**src/rtl/wb_pkg.sv**
```systemverilog
// Writeback-stage shared types: request payload and grant-source select.
package wb_pkg;

    localparam int unsigned WB_DATA_WIDTH    = 32;
    localparam int unsigned WB_ADDRESS_WIDTH = 5;
    localparam int unsigned WB_NUM_REGS      = 32;
    localparam int unsigned WB_LD_DEPTH      = 4;

    typedef struct packed {
        logic [WB_ADDRESS_WIDTH-1:0] dest;
        logic [WB_DATA_WIDTH-1:0]    data;
    } wb_req_t;

    typedef enum logic [1:0] {
        SRC_NONE = 2'd0,
        SRC_ALU  = 2'd1,
        SRC_LD   = 2'd2
    } wb_src_e;

endpackage

```
**src/rtl/wb_fifo.sv**
```systemverilog
// Synchronous FIFO of writeback requests used to buffer load returns.
// DEPTH must be a power of two so the pointers wrap naturally.
module wb_fifo
    import wb_pkg::*;
#(
    parameter int unsigned DEPTH = WB_LD_DEPTH
) (
    input  logic    clk,
    input  logic    rst,
    input  logic    push,
    input  logic    pop,
    input  wb_req_t wr_req,
    output wb_req_t head_c,
    output logic    full_c,
    output logic    empty_c
);

    localparam int unsigned PTR_W = (DEPTH > 1) ? $clog2(DEPTH) : 1;
    localparam int unsigned CNT_W = $clog2(DEPTH + 1);

    wb_req_t          mem [DEPTH];
    logic [PTR_W-1:0] wr_ptr;
    logic [PTR_W-1:0] rd_ptr;
    logic [CNT_W-1:0] count;
    logic             do_push;
    logic             do_pop;

    assign full_c  = (count == CNT_W'(DEPTH));
    assign empty_c = (count == '0);
    assign do_push = push && !full_c;
    assign do_pop  = pop && !empty_c;
    assign head_c  = mem[rd_ptr];

    // Pointer and occupancy tracking; push+pop together leaves count unchanged
    always_ff @(posedge clk) begin
        if (rst) begin
            wr_ptr <= '0;
            rd_ptr <= '0;
            count  <= '0;
        end else begin
            if (do_push) begin
                wr_ptr <= wr_ptr + PTR_W'(1);
            end
            if (do_pop) begin
                rd_ptr <= rd_ptr + PTR_W'(1);
            end
            case ({do_push, do_pop})
                2'b10:   count <= count + CNT_W'(1);
                2'b01:   count <= count - CNT_W'(1);
                default: count <= count;
            endcase
        end
    end

    // Storage array; contents need no reset since occupancy gates every read
    always_ff @(posedge clk) begin
        if (do_push) begin
            mem[wr_ptr] <= wr_req;
        end
    end

endmodule

```
**src/rtl/wb_arbiter.sv**
```systemverilog
// Writeback arbiter: merges ALU results and buffered load returns onto the
// single register-file write port. A full load FIFO takes priority so the
// load unit is never back-pressured for long; otherwise the ALU wins.
// Optional feature macro: WB_SCOREBOARD_EN adds the pend_vec outstanding-load
// scoreboard (set on ld_issue, cleared when the load is written back).
module wb_arbiter
    import wb_pkg::*;
#(
    parameter int unsigned DATA_WIDTH    = WB_DATA_WIDTH,
    parameter int unsigned ADDRESS_WIDTH = WB_ADDRESS_WIDTH,
    parameter int unsigned NUM_REGS      = WB_NUM_REGS,
    parameter int unsigned LD_FIFO_DEPTH = WB_LD_DEPTH
) (
    input  logic                     clk,
    input  logic                     rst,
    input  logic                     alu_valid,
    output logic                     alu_ready,
    input  logic [ADDRESS_WIDTH-1:0] alu_dest,
    input  logic [DATA_WIDTH-1:0]    alu_data,
    input  logic                     ld_valid,
    output logic                     ld_ready,
    input  logic [ADDRESS_WIDTH-1:0] ld_dest,
    input  logic [DATA_WIDTH-1:0]    ld_data,
    input  logic                     ld_issue,
    input  logic [ADDRESS_WIDTH-1:0] ld_issue_dest,
    output logic                     rg_wrt_en,
    output logic [ADDRESS_WIDTH-1:0] rg_wrt_dest,
    output logic [DATA_WIDTH-1:0]    rg_wrt_data
`ifdef WB_SCOREBOARD_EN
    ,
    output logic [NUM_REGS-1:0]      pend_vec
`endif
);

    wb_req_t alu_req;
    wb_req_t ld_req;
    wb_req_t ld_head;
    wb_req_t win_req;
    wb_src_e grant;
    logic    fifo_full_c;
    logic    fifo_empty_c;
    logic    ld_push;
    logic    ld_pop;
    logic    wr_en_c;

    // Pack both sources into the common payload format
    always_comb begin
        alu_req      = '0;
        ld_req       = '0;
        alu_req.dest = WB_ADDRESS_WIDTH'(alu_dest);
        alu_req.data = WB_DATA_WIDTH'(alu_data);
        ld_req.dest  = WB_ADDRESS_WIDTH'(ld_dest);
        ld_req.data  = WB_DATA_WIDTH'(ld_data);
    end

    wb_fifo #(
        .DEPTH   (LD_FIFO_DEPTH)
    ) u_ld_fifo (
        .clk     (clk),
        .rst     (rst),
        .push    (ld_push),
        .pop     (ld_pop),
        .wr_req  (ld_req),
        .head_c  (ld_head),
        .full_c  (fifo_full_c),
        .empty_c (fifo_empty_c)
    );

    // Readiness depends only on FIFO state, never on this cycle's requests
    assign ld_ready  = !fifo_full_c;
    assign alu_ready = !fifo_full_c;
    assign ld_push   = ld_valid && !fifo_full_c;
    assign ld_pop    = (grant == SRC_LD);

    // Grant select: full FIFO drains first, then ALU, then any buffered load
    always_comb begin
        grant = SRC_NONE;
        if (fifo_full_c) begin
            grant = SRC_LD;
        end else if (alu_valid) begin
            grant = SRC_ALU;
        end else if (!fifo_empty_c) begin
            grant = SRC_LD;
        end
    end

    // Winning payload and write qualification (x0 is consumed but never written)
    always_comb begin
        win_req = '0;
        case (grant)
            SRC_ALU: win_req = alu_req;
            SRC_LD:  win_req = ld_head;
            default: win_req = '0;
        endcase
        wr_en_c = (grant != SRC_NONE) && (win_req.dest != '0);
    end

    // Register-file write port; address/data hold when nothing is written
    always_ff @(posedge clk) begin
        if (rst) begin
            rg_wrt_en   <= 1'b0;
            rg_wrt_dest <= '0;
            rg_wrt_data <= '0;
        end else begin
            rg_wrt_en <= wr_en_c;
            if (wr_en_c) begin
                rg_wrt_dest <= ADDRESS_WIDTH'(win_req.dest);
                rg_wrt_data <= DATA_WIDTH'(win_req.data);
            end
        end
    end

`ifdef WB_SCOREBOARD_EN
    logic [NUM_REGS-1:0] pend_next;

    // Scoreboard update: clear on load writeback, then set on issue so set wins
    always_comb begin
        pend_next = pend_vec;
        if ((grant == SRC_LD) && (ld_head.dest != '0)) begin
            pend_next[ld_head.dest] = 1'b0;
        end
        if (ld_issue && (ld_issue_dest != '0)) begin
            pend_next[ld_issue_dest] = 1'b1;
        end
    end

    // Scoreboard register
    always_ff @(posedge clk) begin
        if (rst) begin
            pend_vec <= '0;
        end else begin
            pend_vec <= pend_next;
        end
    end
`else
    logic unused_sb;
    assign unused_sb = ^{ld_issue, ld_issue_dest, NUM_REGS[0]};
`endif

endmodule
```
**config.mk**
```make
export PLATFORM = sky130hd
export DESIGN_NAME = wb_arbiter
export DESIGN_NICKNAME = d
export VERILOG_FILES = /design/src/rtl/wb_pkg.sv /design/src/rtl/wb_fifo.sv /design/src/rtl/wb_arbiter.sv
export SDC_FILE = /design/constraint.sdc
export NUM_CORES = 1
export LEC_CHECK = 0
export CORE_UTILIZATION = 40
export DETAILED_ROUTE_END_ITERATION = 12
export PLACE_DENSITY = 0.61
export SLEW_MARGIN = 0
export SYNTH_ARGS = -nofsm -noshare
export SYNTH_HDL_FRONTEND = slang
export SYNTH_SLANG_ARGS = --single-unit
```
**constraint.sdc**
```tcl
create_clock -name clk -period 7.6 [get_ports clk]
set_input_delay 1.52 -clock clk [delete_from_list [all_inputs] [get_ports clk]]
set_output_delay 1.52 -clock clk [all_outputs]
set_load 0.02 [all_outputs]
```
==> results_dict.tcl <==
set metrics [dict create \
    wl_per_cell_microns 19.42 \
    yosys_warnings 0 \
    ctsResizeCount 0 \
    syn_inst 454 \
    cts_hold_buffers 0 \
    postPlaceCellArea_sq_um 9095 \
    avgSynthCellArea_sq_um 17.10 \
    synth_area_sq_um 7764 \
    rsz0062_at_grt "no" \
    fin_cells 831 \
    die_x_microns 141.3 \
    max_freq_ghz 0.2183 \
    setup_slack_ns 3.018 \
    min_to "rg_wrt_data[21]" \
    power_mw 3.461 \
    gp_congestion 0.6889 \
    io_pins 124 \
    ys_types 35 \
    critPathMaxFanout 41 \
    dp_hpwl_microns 9255 \
    grt-ovfl-total 0 \
    finalCriticalPeriod_ns 4.582 \
    arrival_ns 4.85 \
    synth_nets 544 \
    tightest_slew_ns 1.111 \
    routed_via_density 5.197 \
    design.die.area_sq_um 19970 \
    cts_tree "yes" \
    num-fill-cells 1591 \
    initial_core_util_pct 41.09 \
    peakVddDrop_mv 0.1643 \
    clk_latency_ns 0.43 \
    final_common_cell "edfxtp_1" \
    layout_common_cells "edfxtp_1, clkdlybuf4s50_1, dfxtp_1" \
    hp-start "rg_wrt_data[21]" \
    powerDensity_nw_per_um2 359.5 \
    reg2reg_depth 5 \
    dr_total_vias 4319 \
    dr.pass1.iters 4 \
    h-tree-depth 4 \
    critPathKind "in2reg" \
    rows 50 \
    multi_input_area_sq_um 2059 \
    reg2reg_to "rg_wrt_data[18]" \
    synth-seq-area-share_pct 69.36 \
    antenna_left 0 \
    cts.sinks 195 \
    nNetsFinal 648 \
    start_kind "primary input" \
    post-route-util_pct 50.96 \
    antenna_cells 0 \
    critPathCaptureType "flip-flop" \
    clkTransAtPathRegs_ns 0.07 \
    postCtsSetupBuffers 0 \
    antenna_found_initial 0 \
    numCtsBuffers 17 \
    ff_latch_area_sq_um 5390 \
    required_ns 7.86 \
    layout_worst_path_cycle_share_pct 60.28 \
    worst_hold_slack_ns 0.4552 \
    remaining_drc_errors 0 \
    die_h_microns 141.3 \
    finalSetupTns_ns 0 \
    core_area_sq_um 18890 \
    wirelength_microns 16140 \
    dp_cells 799 \
    maxCapViolations 0 \
    hold_viol_final 0 \
    cts_root_buf "clkbuf_16" \
    grt_pass1_wl_microns 25010 \
    grt_max_degree 50 \
    io_buffers 117 \
    reg2reg_slack_ns 3.21 \
    grt.total_usage_pct 17.31 \
    clockBufferDepth 2 \
    pre_cts_ws_ns 2.544 \
    finClkSkew_ns 0.01052 \
    stdcell_area_sq_um 9628 \
    min_path_type "reg2reg" \
    layout-drive-gt1-share_pct 18.39 \
    drtIter0Drc 246 \
    syn_to_final_growth_pct 24.01 \
    drv_slew 0 \
    ys_ff_latch 195 \
    setup_viol 0 \
    max_slew_margin_pct 25.96 \
    status "complete, no violations" \
    leakagePower_nw 3.115 \
    min_delay_path_depth 2 \
    first_global_vias 4494 \
]
-- kinds of logic (layout without fill, tap and decap cells) --
family                   after synthesis  after routing  share of synthesized area (%)
XOR/XNOR                               5              5                         0.5642
AND/OR/NAND/NOR                       27             27                          1.853
buffers and inverters                 71            188                          4.222
adder cells (fa/ha/maj)                6              6                          1.064
multiplexers                          38             38                          10.86
flip-flops                           195            195                          69.36
AO/OA/AOI/OAI                        112            112                          12.07
-- synth_stat cells --
library cell	count	area [sq um]
o22ai_1	3	18.77
nand2b_1	3	18.77
inv_1	37	138.9
dfxtp_1	47	940.9
mux2i_1	1	10.01
fa_1	1	20.02
a211oi_2	27	337.8
a22oi_4	1	21.27
nand3_1	1	5.000
buf_2	1	5.000
buf_4	5	37.54
or4_4	1	11.26
buf_1	4	15.01
o31a_1	1	8.760
and2_1	2	12.51
clkbuf_1	20	75.07
buf_8	3	45.04
nand2_1	4	15.01
xnor2_1	2	17.52
edfxtp_1	148	4444
o21ai_0	2	10.01
or4_1	1	7.510
a22o_1	32	280.3
a211oi_1	5	37.54
a22oi_2	1	12.51
nor2_1	9	33.78
or3_1	1	6.260
mux4_2	37	833.3
xor2_1	3	26.28
or3b_2	1	8.760
ha_1	5	62.56
a22oi_1	4	30.03
a21oi_1	36	180.2
buf_6	1	11.26
and3_1	4	25.02
-- layer usage --
layer	vias to the layer above	routed length, microns	track usage (%)
met5	-	0	0
met4	0	347	7.551
met2	91	8390	30.41
met1	2216	6917	20.97
li1	1987	-	-
met3	25	480	3.004
-- final cells by class --
cell class / instances / area share [%]
Inverter: 37 / 1.442
Tap cell: 260 / 3.379
Clock buffer: 22 / 4.613
Sequential cell: 195 / 55.98
Clock inverter: 10 / 0.9227
Multi-Input combinational cell: 188 / 21.39
Timing Repair Buffer: 119 / 12.27
-- worst max-delay path by stage --
stage | slack, ns | start | endpoint
5_1_grt | 2.82 | alu_valid | rg_wrt_data[18]
3_5_place_dp | 2.54 | alu_valid | rg_wrt_data[22]
4_1_cts | 2.99 | alu_valid | rg_wrt_data[22]
3_3_place_gp | 2.63 | alu_valid | rg_wrt_data[18]
2_1_floorplan | 4.08 | alu_valid | u_ld_fifo.count[2]
6_report | 3.02 | alu_valid | rg_wrt_data[18]
-- state kept, by name, summed over array words and instances, names as in the netlist, named ones only --
| signal | flops |
|---|---|
| rg_wrt_en | 1 |
| u_ld_fifo.mem | 148 |
| u_ld_fifo.wr_ptr | 2 |
| rg_wrt_dest | 5 |
| u_ld_fifo.count | 3 |
| rg_wrt_data | 32 |
| u_ld_fifo.rd_ptr | 2 |
-- critical path: stages --
cell	delay, ns
clkdlybuf4s50_1	0.51
o21ai_0	0.10
o31a_2	0.44
a22oi_4	1.04
and2_2	1.03
a211oi_1	0.17
-- power by group --
| group | total [mW] | switching, mW | internal, mW |
|---|---|---|---|
| registers | 1.48 | 0.144 | 1.33 |
| clock network | 0.818 | 0.369 | 0.449 |
| logic | 1.17 | 0.617 | 0.551 |
Power figures use the tool's default switching activity.
